$ cat config.mk
export PLATFORM = sky130hd
export DESIGN_NAME = data_cache_controller
export DESIGN_NICKNAME = d
export VERILOG_FILES = /design/src/rtl/data_cache_controller.sv
export SDC_FILE = /design/constraint.sdc
export NUM_CORES = 2
export LEC_CHECK = 0
export CAP_MARGIN = 0
export CORE_MARGIN = 3
export CORE_UTILIZATION = 39
export CTS_CLUSTER_SIZE = 10
export DETAILED_ROUTE_END_ITERATION = 7
export GPL_TIMING_DRIVEN = 0
export PLACE_DENSITY = 0.65
export SKIP_LAST_GASP = 1
export SLEW_MARGIN = 30
export SYNTH_ARGS = -nofsm -noshare
export SYNTH_HDL_FRONTEND = slang
export SYNTH_MEMORY_MAX_BITS = 65536
export SYNTH_SLANG_ARGS = --single-unit
export TNS_END_PERCENT = 30
$ cat constraint.sdc
create_clock -name clk -period 6.1 [get_ports clk]
set_clock_uncertainty 0.2 [all_clocks]
set_input_delay 0.61 -clock clk [delete_from_list [all_inputs] [get_ports clk]]
set_output_delay 0.61 -clock clk [all_outputs]
set_load 0.02 [all_outputs]
$ cat src/rtl/data_cache_controller.sv
// Direct-mapped, write-through, no-write-allocate data cache controller.
// Lines hold four words; misses refill a whole line, stores always go to memory.
`timescale 1ns/1ps
module data_cache_controller #(
  parameter int unsigned address_size = 10,
  parameter int unsigned word_size    = 32,
  parameter int unsigned block_size   = 128,
  parameter int unsigned index_bits   = 5
) (
  input  logic                    clk,
  input  logic                    rst,
  input  logic                    cpu_read,
  input  logic                    cpu_write,
  input  logic [address_size-1:0] cpu_address,
  input  logic [word_size-1:0]    cpu_data_in,
  output logic [word_size-1:0]    cpu_data_out,
  output logic                    stall,
  output logic                    mem_read,
  output logic                    mem_write,
  output logic [address_size-1:0] mem_address,
  output logic [word_size-1:0]    mem_data_out,
  input  logic                    mem_ready,
  input  logic [block_size-1:0]   mem_block
);

  localparam int unsigned TAG_W = address_size - 2 - index_bits;
  localparam int unsigned LINES = 1 << index_bits;

  typedef enum logic [1:0] {IDLE, READ_MISS, WRITE_MEM} state_e;

  state_e                  state_q, state_d;
  logic [address_size-1:0] addr_q, addr_d;
  logic [word_size-1:0]    data_q, data_d;
  logic [LINES-1:0]        valid_q;
  logic [TAG_W-1:0]        tag_q  [LINES];
  logic [block_size-1:0]   line_q [LINES];
  logic                    fill_en, upd_en;

  logic [1:0]            req_off, lat_off;
  logic [index_bits-1:0] req_idx, lat_idx;
  logic [TAG_W-1:0]      req_tag, lat_tag;
  logic                  req_hit, lat_hit;

  assign req_off = cpu_address[1:0];
  assign req_idx = cpu_address[index_bits+1:2];
  assign req_tag = cpu_address[address_size-1:index_bits+2];
  assign lat_off = addr_q[1:0];
  assign lat_idx = addr_q[index_bits+1:2];
  assign lat_tag = addr_q[address_size-1:index_bits+2];
  assign req_hit = valid_q[req_idx] && (tag_q[req_idx] == req_tag);
  assign lat_hit = valid_q[lat_idx] && (tag_q[lat_idx] == lat_tag);

  assign mem_address  = addr_q;
  assign mem_data_out = data_q;

  // Word 0 sits in the most significant slot of a line.
  function automatic logic [word_size-1:0] word_of(input logic [block_size-1:0] blk,
                                                  input logic [1:0] off);
    return blk[block_size-1-word_size*off -: word_size];
  endfunction

  always_comb begin
    state_d      = state_q;
    addr_d       = addr_q;
    data_d       = data_q;
    stall        = 1'b0;
    cpu_data_out = '0;
    mem_read     = 1'b0;
    mem_write    = 1'b0;
    fill_en      = 1'b0;
    upd_en       = 1'b0;
    case (state_q)
      IDLE: begin
        if (cpu_write) begin
          stall   = 1'b1;
          addr_d  = cpu_address;
          data_d  = cpu_data_in;
          state_d = WRITE_MEM;
        end else if (cpu_read) begin
          if (req_hit) begin
            cpu_data_out = word_of(line_q[req_idx], req_off);
          end else begin
            stall   = 1'b1;
            addr_d  = cpu_address;
            state_d = READ_MISS;
          end
        end
      end
      READ_MISS: begin
        if (mem_ready) begin
          fill_en      = 1'b1;
          cpu_data_out = word_of(mem_block, lat_off);
          state_d      = IDLE;
        end else begin
          stall    = 1'b1;
          mem_read = 1'b1;
        end
      end
      WRITE_MEM: begin
        if (mem_ready) begin
          upd_en  = lat_hit;
          state_d = IDLE;
        end else begin
          stall     = 1'b1;
          mem_write = 1'b1;
        end
      end
      default: state_d = IDLE;
    endcase
    // While reset is held the CPU request must not surface as a stall or a hit.
    if (rst) begin
      stall        = 1'b0;
      cpu_data_out = '0;
      mem_read     = 1'b0;
      mem_write    = 1'b0;
      fill_en      = 1'b0;
      upd_en       = 1'b0;
    end
  end

  always_ff @(posedge clk or posedge rst) begin
    if (rst) begin
      state_q <= IDLE;
      addr_q  <= '0;
      data_q  <= '0;
      valid_q <= '0;
    end else begin
      state_q <= state_d;
      addr_q  <= addr_d;
      data_q  <= data_d;
      if (fill_en) valid_q[lat_idx] <= 1'b1;
    end
  end

  always_ff @(posedge clk) begin
    if (fill_en) begin
      line_q[lat_idx] <= mem_block;
      tag_q[lat_idx]  <= lat_tag;
    end else if (upd_en) begin
      line_q[lat_idx][block_size-1-word_size*lat_off -: word_size] <= data_q;
    end
  end

endmodule

## Word-level counts from Yosys, hierarchy flattened

Memories as Yosys holds them, arrays and structs flattened.
Cells that the tools add are included.

| word-level totals | value |
|---|---|
| word-level logic and storage cells | 331 |
| memories | 2 |
| memory bits (writable) | 4192 |
| register bits after elaboration | 76 |
| output and inout bits | 77 |
| input bits | 175 |

| operators by class | value |
|---|---|
| shifts and indexed selects | 4 |
| equality and inequality tests | 8 |
| add/sub/neg operators | 3 |
| magnitude comparators | 3 |
| reductions and logical operators | 9 |
| muxes and demuxes | 169 |
| bitwise gates (word level) | 129 |

Memory list:

| memory | depth | width | rd ports | clocked after memory_dff | write ports | line | source |
|---|---|---|---|---|---|---|---|
| line_q | 32 | 128 | 1 | 0 | 1 | 36 | `logic [block_size-1:0] line_q [LINES];` |
| tag_q | 32 | 3 | 2 | 0 | 1 | 35 | `logic [TAG_W-1:0] tag_q [LINES];` |

Operators by type and width:

| cell | number |
|---|---|
| $shiftx A159 B33 Y32 | 2 |
| $mux W32 | 5 |
| $shift A32 B34 Y159 const A | 1 |
| $shiftx A32 B34 Y159 | 1 |
| $mux W1 | 150 |
| $mux W128 | 1 |
| $or A1 B1 Y1 | 128 |
| $pmux W32 S2 | 1 |
| $neg A32 Y34 | 1 |
| $or A32 B32 Y32 | 1 |
| $mux W10 | 3 |
| $sub A7 B7 Y8 const A | 2 |
| $lt A5 B6 Y1 const B | 2 |
| $bmux W1 S5 | 2 |
| $mux W2 | 4 |
| $eq A3 B3 Y1 | 2 |
| $ne A3 B3 Y1 const B | 2 |
| $reduce_and A3 Y1 | 2 |
| $demux W1 S5 | 1 |
| $ge A5 B1 Y1 const B | 1 |
| $pmux W2 S2 | 1 |
| $logic_and A1 B1 Y1 | 3 |
| $eq A2 B1 Y1 const B | 1 |
| $eq A2 B2 Y1 const B | 1 |
| other kinds (7) | 7 |

## Logic depth before layout (Yosys ltp)

| depth | value |
|---|---|
| word-level depth | 10 |
| gate-level depth with buffers | 14 |

## Worst setup path before layout

No wires, ideal clock.

| timing path | value |
|---|---|
| kind | reg-to-reg |
| start point | register addr_q[3] (netlist: mem_address[3]) |
| end point | memory line_q[10][0] (enable) |
| setup time | 0.432 ns |
| cell stages (with the launch flop) | 12 |
| data arrival time | 4.596 ns |
| slack | 0.872 ns |
| period minus slack after synthesis | 5.228 ns |
| cells stage by stage | dfrtp_1 > buf_6 > buf_6 > mux2i_1 > o22ai_1 > or4_1 > or3_4 > a2111oi_4 > nand4_4 > buf_6 > buf_2 > a21oi_1 |

| between the ends | value |
|---|---|
| cells in the longest elaborated chain, start to end | 10 |
| elaborated cells on any way between the ends | 12 |
| those cells by class | eq/ne (1); mux (8); bitwise (1); reduce/logical (1); memory (1) |

RTL lines:

| element | line | source |
|---|---|---|
| from (decl) | 32 | `logic [address_size-1:0] addr_q, addr_d;` |
| from (signal assigned) | 129 | `addr_q <= addr_d;` |
| $mem_v2 Z32 W3 or $bmux W1 S5 (tied branches) | -- |  |
| $eq A3 B3 Y1 or $mux W1 (tied branches) | 51 | `assign lat_hit = valid_q[lat_idx] && (tag_q[lat_idx] == lat_tag);` |
| $logic_and A1 B1 Y1 | 51 |  |
| $mux W1 | 100 | `if (mem_ready) begin` |
| $mux W1 | 72 | `case (state_q)` |
| $mux W1 | 111 | `if (rst) begin` |
| $mux W1 | 139 | `end else if (upd_en) begin` |
| $mux W1 | 136 | `if (fill_en) begin` |
| $mux W128 (not written as such) | 140 | `line_q[lat_idx][block_size-1-word_size*lat_off -: word_size] <= data_q;` |
| $or A1 B1 Y1 (no line) | -- |  |
| to (decl) | 36 |  |

Parallel ways exist; a longest one is shown, timed or not. The select of a mux whose other input is x is not followed.

## Worst setup path after layout

| timing path | value |
|---|---|
| start point | input port cpu_address[4] |
| end point | output port cpu_data_out[8] |

| between the ends | value |
|---|---|
| cells in the longest elaborated chain, start to end | 8 |
| elaborated cells on any way between the ends | 12 |
| those cells by class | eq/ne (1); shift (1); mux (7); reduce/logical (1); memory (2) |

RTL lines:

| element | line | source |
|---|---|---|
| from (decl) | 14 | `input logic [address_size-1:0] cpu_address,` |
| parallel branches: the longest is 3 deep, another holds $mem_v2 Z32 W128 | -- |  |
| $mux W32 * | 80 | `if (req_hit) begin` |
| $mux W32 * | 79 | `end else if (cpu_read) begin` |
| $mux W32 * | 74 | `if (cpu_write) begin` |
| $pmux W32 S2 * | 72 |  |
| $mux W32 * | 111 |  |
| to (decl) | 16 | `output logic [word_size-1:0] cpu_data_out,` |

Every way passes the cells marked *. The select of a mux whose other input is x is not followed.

==> impl_results.md <==
- Outcome: finished with violations
- Failing checks: DRC, setup timing
- Mapped Area: between 150000 and 200000 um2
- TritonCTS buffer count: about 470
- Internal reg-to-reg setup slack: 210 ps
- Total core area: approximately 430000 um2
- Cells after Synth: 7355
- Setup crit end: cpu_data_out[8]
- Post-Synth Adder-Cell Area: 0.0299%
- Max Fclk: between 150 and 200 MHz
- Cell area after placement: around 190000 um2
- Post-Route WL: 605000 um
- GRT Overall Usage: 27.4%
- Avg Cell Area, Syn: 22.8 um2
- Nets: 8650
- Crit end category: output pin
- CTS max path bufs: 4
- FFs w/ async S/R, synth: 1.78%
- CP required: 5290 ps
- Reg2reg path depth: 14
- Hold Violations, Final: 0
- Most common cell after layout, fill and taps aside: edfxtp_1
- Post-synth EDFFs: 4192
- # fillers: approximately 34000
- Die W: 662 um
- P_leak: 64.0 nW
- WL/cell: between 40 and 50 um
- RSZ-0062 raised after global routing: true
- Yosys top cell by area: edfxtp_1
- CP Data Arrival Time: about 5600 ps
- Vias: about 91000
- Largest net degree at the start of global routing: 49
- Met3 routed WL: 82600 um
- Mux contribution to synthesized area: between 15 and 20%
- #FFs+latches synth: roughly 4300
- GR Overflow Total: 0
- Syn nets: 7534
- Tot Pwr: ~66 mW
- Area contributors post-synth: edfxtp_1 75%, mux4_2 16%, mux2i_1 1.9%
- Final Util: 47.2%
- IO buf count: 247
- Final Max Slew Viols: 0
- Synth Area in XOR/XNOR: 0.0157%
- Via density: 6.34
- Ports: 252
- Synth Warn #: 0
- Metal2 WL: 269000 um
- R2R Path Start: mem_address[3]
- Num rows: 240
- HP Class: in -> reg
- Worst-margin pin slew: 1140 ps
- CTS clk-pin slew, worst paths: roughly 50 ps
- Routed Antenna Nets: 0
- First-pass GRT wire length: 799000 um
- Highest Signal Layer: met5
- Power Density: between 300 and 400 nW/um2
- Maximum vdd drop: 0.000295 V
- Setup CP Type: in -> out
- Synth top area share: 75.1%
- Number of library cell types mapped by synthesis: 56
- Die area: between 400000 and 500000 um2
- # H-tree levels: 5
- Metal1 wirelength: between 200000 and 250000 um
- Final setup margin: -315 ps
- Clk_lat worst skew: around 1000 ps
- Synth Area in Compound Gates: about 1.9%
- R2r endpoint: line_q[20][9]
- Starting Density: approximately 39%
- Setup crit start: cpu_address[4]
- Main combinational cell family by area after synthesis: multiplexers
- CTS tree: yes
- Max_slew headroom: 24.0%
- Clk root buf: clkbuf_16
- Final period util: 105%
- Number of DRC markers in iteration 0: 15169
- Final instance area: 202000 um2
- Maxcap violations: 0
- Initial DRT Pass Iterations: 8
- RD Place Congestion: 0.992
- Residual DRC: 3
- Chip Height: 662 um
- Commonest cells after routing, fill and taps aside: 4192 x edfxtp_1, 1178 x mux4_2, 480 x clkbuf_16
- CP max FO: 12
- Top_reg_cell synth: edfxtp_1
- Post-synthesis simple-gate area fraction: ~1.4%
- Vias in the first global route: 88164
- CP startpoint kind: primary input
- Crit path time final: approximately 6400 ps
- # clock sinks: ~4300
- Seq/Total Area, Yosys: 76.2%
- Share of layout cells above drive strength 1: 33.3%
- DP HPWL: 445000 um
- Count of final setup violators: 21
- Initial antenna violation count: 43
- Area delta synth->final: 20.5%
-- worst min path at each step --
stage,from,to,slack (ps),cells after the start
after floorplan,valid_q[28],valid_q[28],250,1
after global placement,valid_q[26],valid_q[26],270,1
after detailed placement,valid_q[27],valid_q[27],280,1
after CTS,cpu_data_in[8],mem_data_out[8],2,2
after global routing,cpu_data_in[27],mem_data_out[27],40,2
final,cpu_data_in[29],mem_data_out[29],4,2
-- Yosys cell counts, drive strengths merged (5+ instances only) --
cell type	instances
o31ai	33
a31oi	7
a21oi	150
nor2b	14
a2111o	11
nor3	45
o211ai	7
dfrtp	76
edfxtp	4192
mux4	1178
nor2	129
nor4	20
mux2	183
nand2	116
o32ai	6
inv	9
nand2b	11
a22oi	115
mux2i	325
buf	293
nand3	30
clkbuf	142
and2	8
nor3b	5
a221oi	26
or2	34
or4bb	6
nand4	30
o22ai	50
o21ai	53
o311ai	6
nand4b	11
-- final cells by class --
cell class                 instances  area [um2]  share of cell area [%]
tap                             5687        7120                    3.52
multi-input combinational       2643       39700                    19.6
buffer                           425        3090                    1.53
sequential                      4268      128000                    63.3
clock buffer                     569       12300                    6.11
timing repair buffer             651       11300                    5.58
inverter                           9        46.3                  0.0229
antenna                           23        57.6                  0.0285
clock inverter                    39         617                   0.305
-- kinds of logic after synthesis --
family,Yosys count
fa+ha+maj,4
mux,1686
flops,4268
xor+xnor,3
simple gates,474
buf+inv,444
compound gates,476
-- flip-flops by register name, indices dropped and copies added (netlist names) --
| register | flops |
|---|---|
| mem_address | 10 |
| state_q | 2 |
| valid_q | 32 |
| line_q | 4096 |
| mem_data_out | 32 |
| tag_q | 96 |
-- timing repair --
item                       4_1_cts  5_1_grt
setup endpoints to repair       44       35
buffers inserted                 2        0
hold endpoints to repair        46        0
resized for setup              381       60
hold buffers                    19        0
pin swaps                       37       11
-- power by group --
group	leakage (nW)	switching, mW	internal, mW
combinational	19.1	4.63	2.56
sequential	38.6	0.514	32.8
clock	6.27	11.1	14.1
-- per-stage QoR --
step | instances | hold WS [ps] | setup WS [ps] | TNS (ps)
4_1_cts | 14291 | 2.07 | -119 | -439
3_5_place_dp | 13666 | 275 | -2690 | -62230
6_report | 14314 | 3.73 | -315 | -2700
5_1_grt | 14296 | 39.9 | -101 | -604
2_1_floorplan | 7355 | 252 | 872 | 0
3_3_place_gp | 13289 | 267 | -4430 | -
-- worst max-delay path: stages --
cell	delay, ps
clkbuf_2	300
buf_4	350
buf_6	350
buf_2	540
buf_4	430
buf_2	550
mux4_2	420
o32ai_1	150
a22oi_1	370
nand2_1	160
o31ai_4	550
clkdlybuf4s50_1	740
-- metal layers --
layer / track usage [%] / vias to the layer above
met2: 41.1 / 7160
li1: - / 33624
met4: 17.6 / 24
met5: 0 / -
met3: 9.56 / 1528
met1: 34.0 / 48350
(Power assumes the default switching activity.)
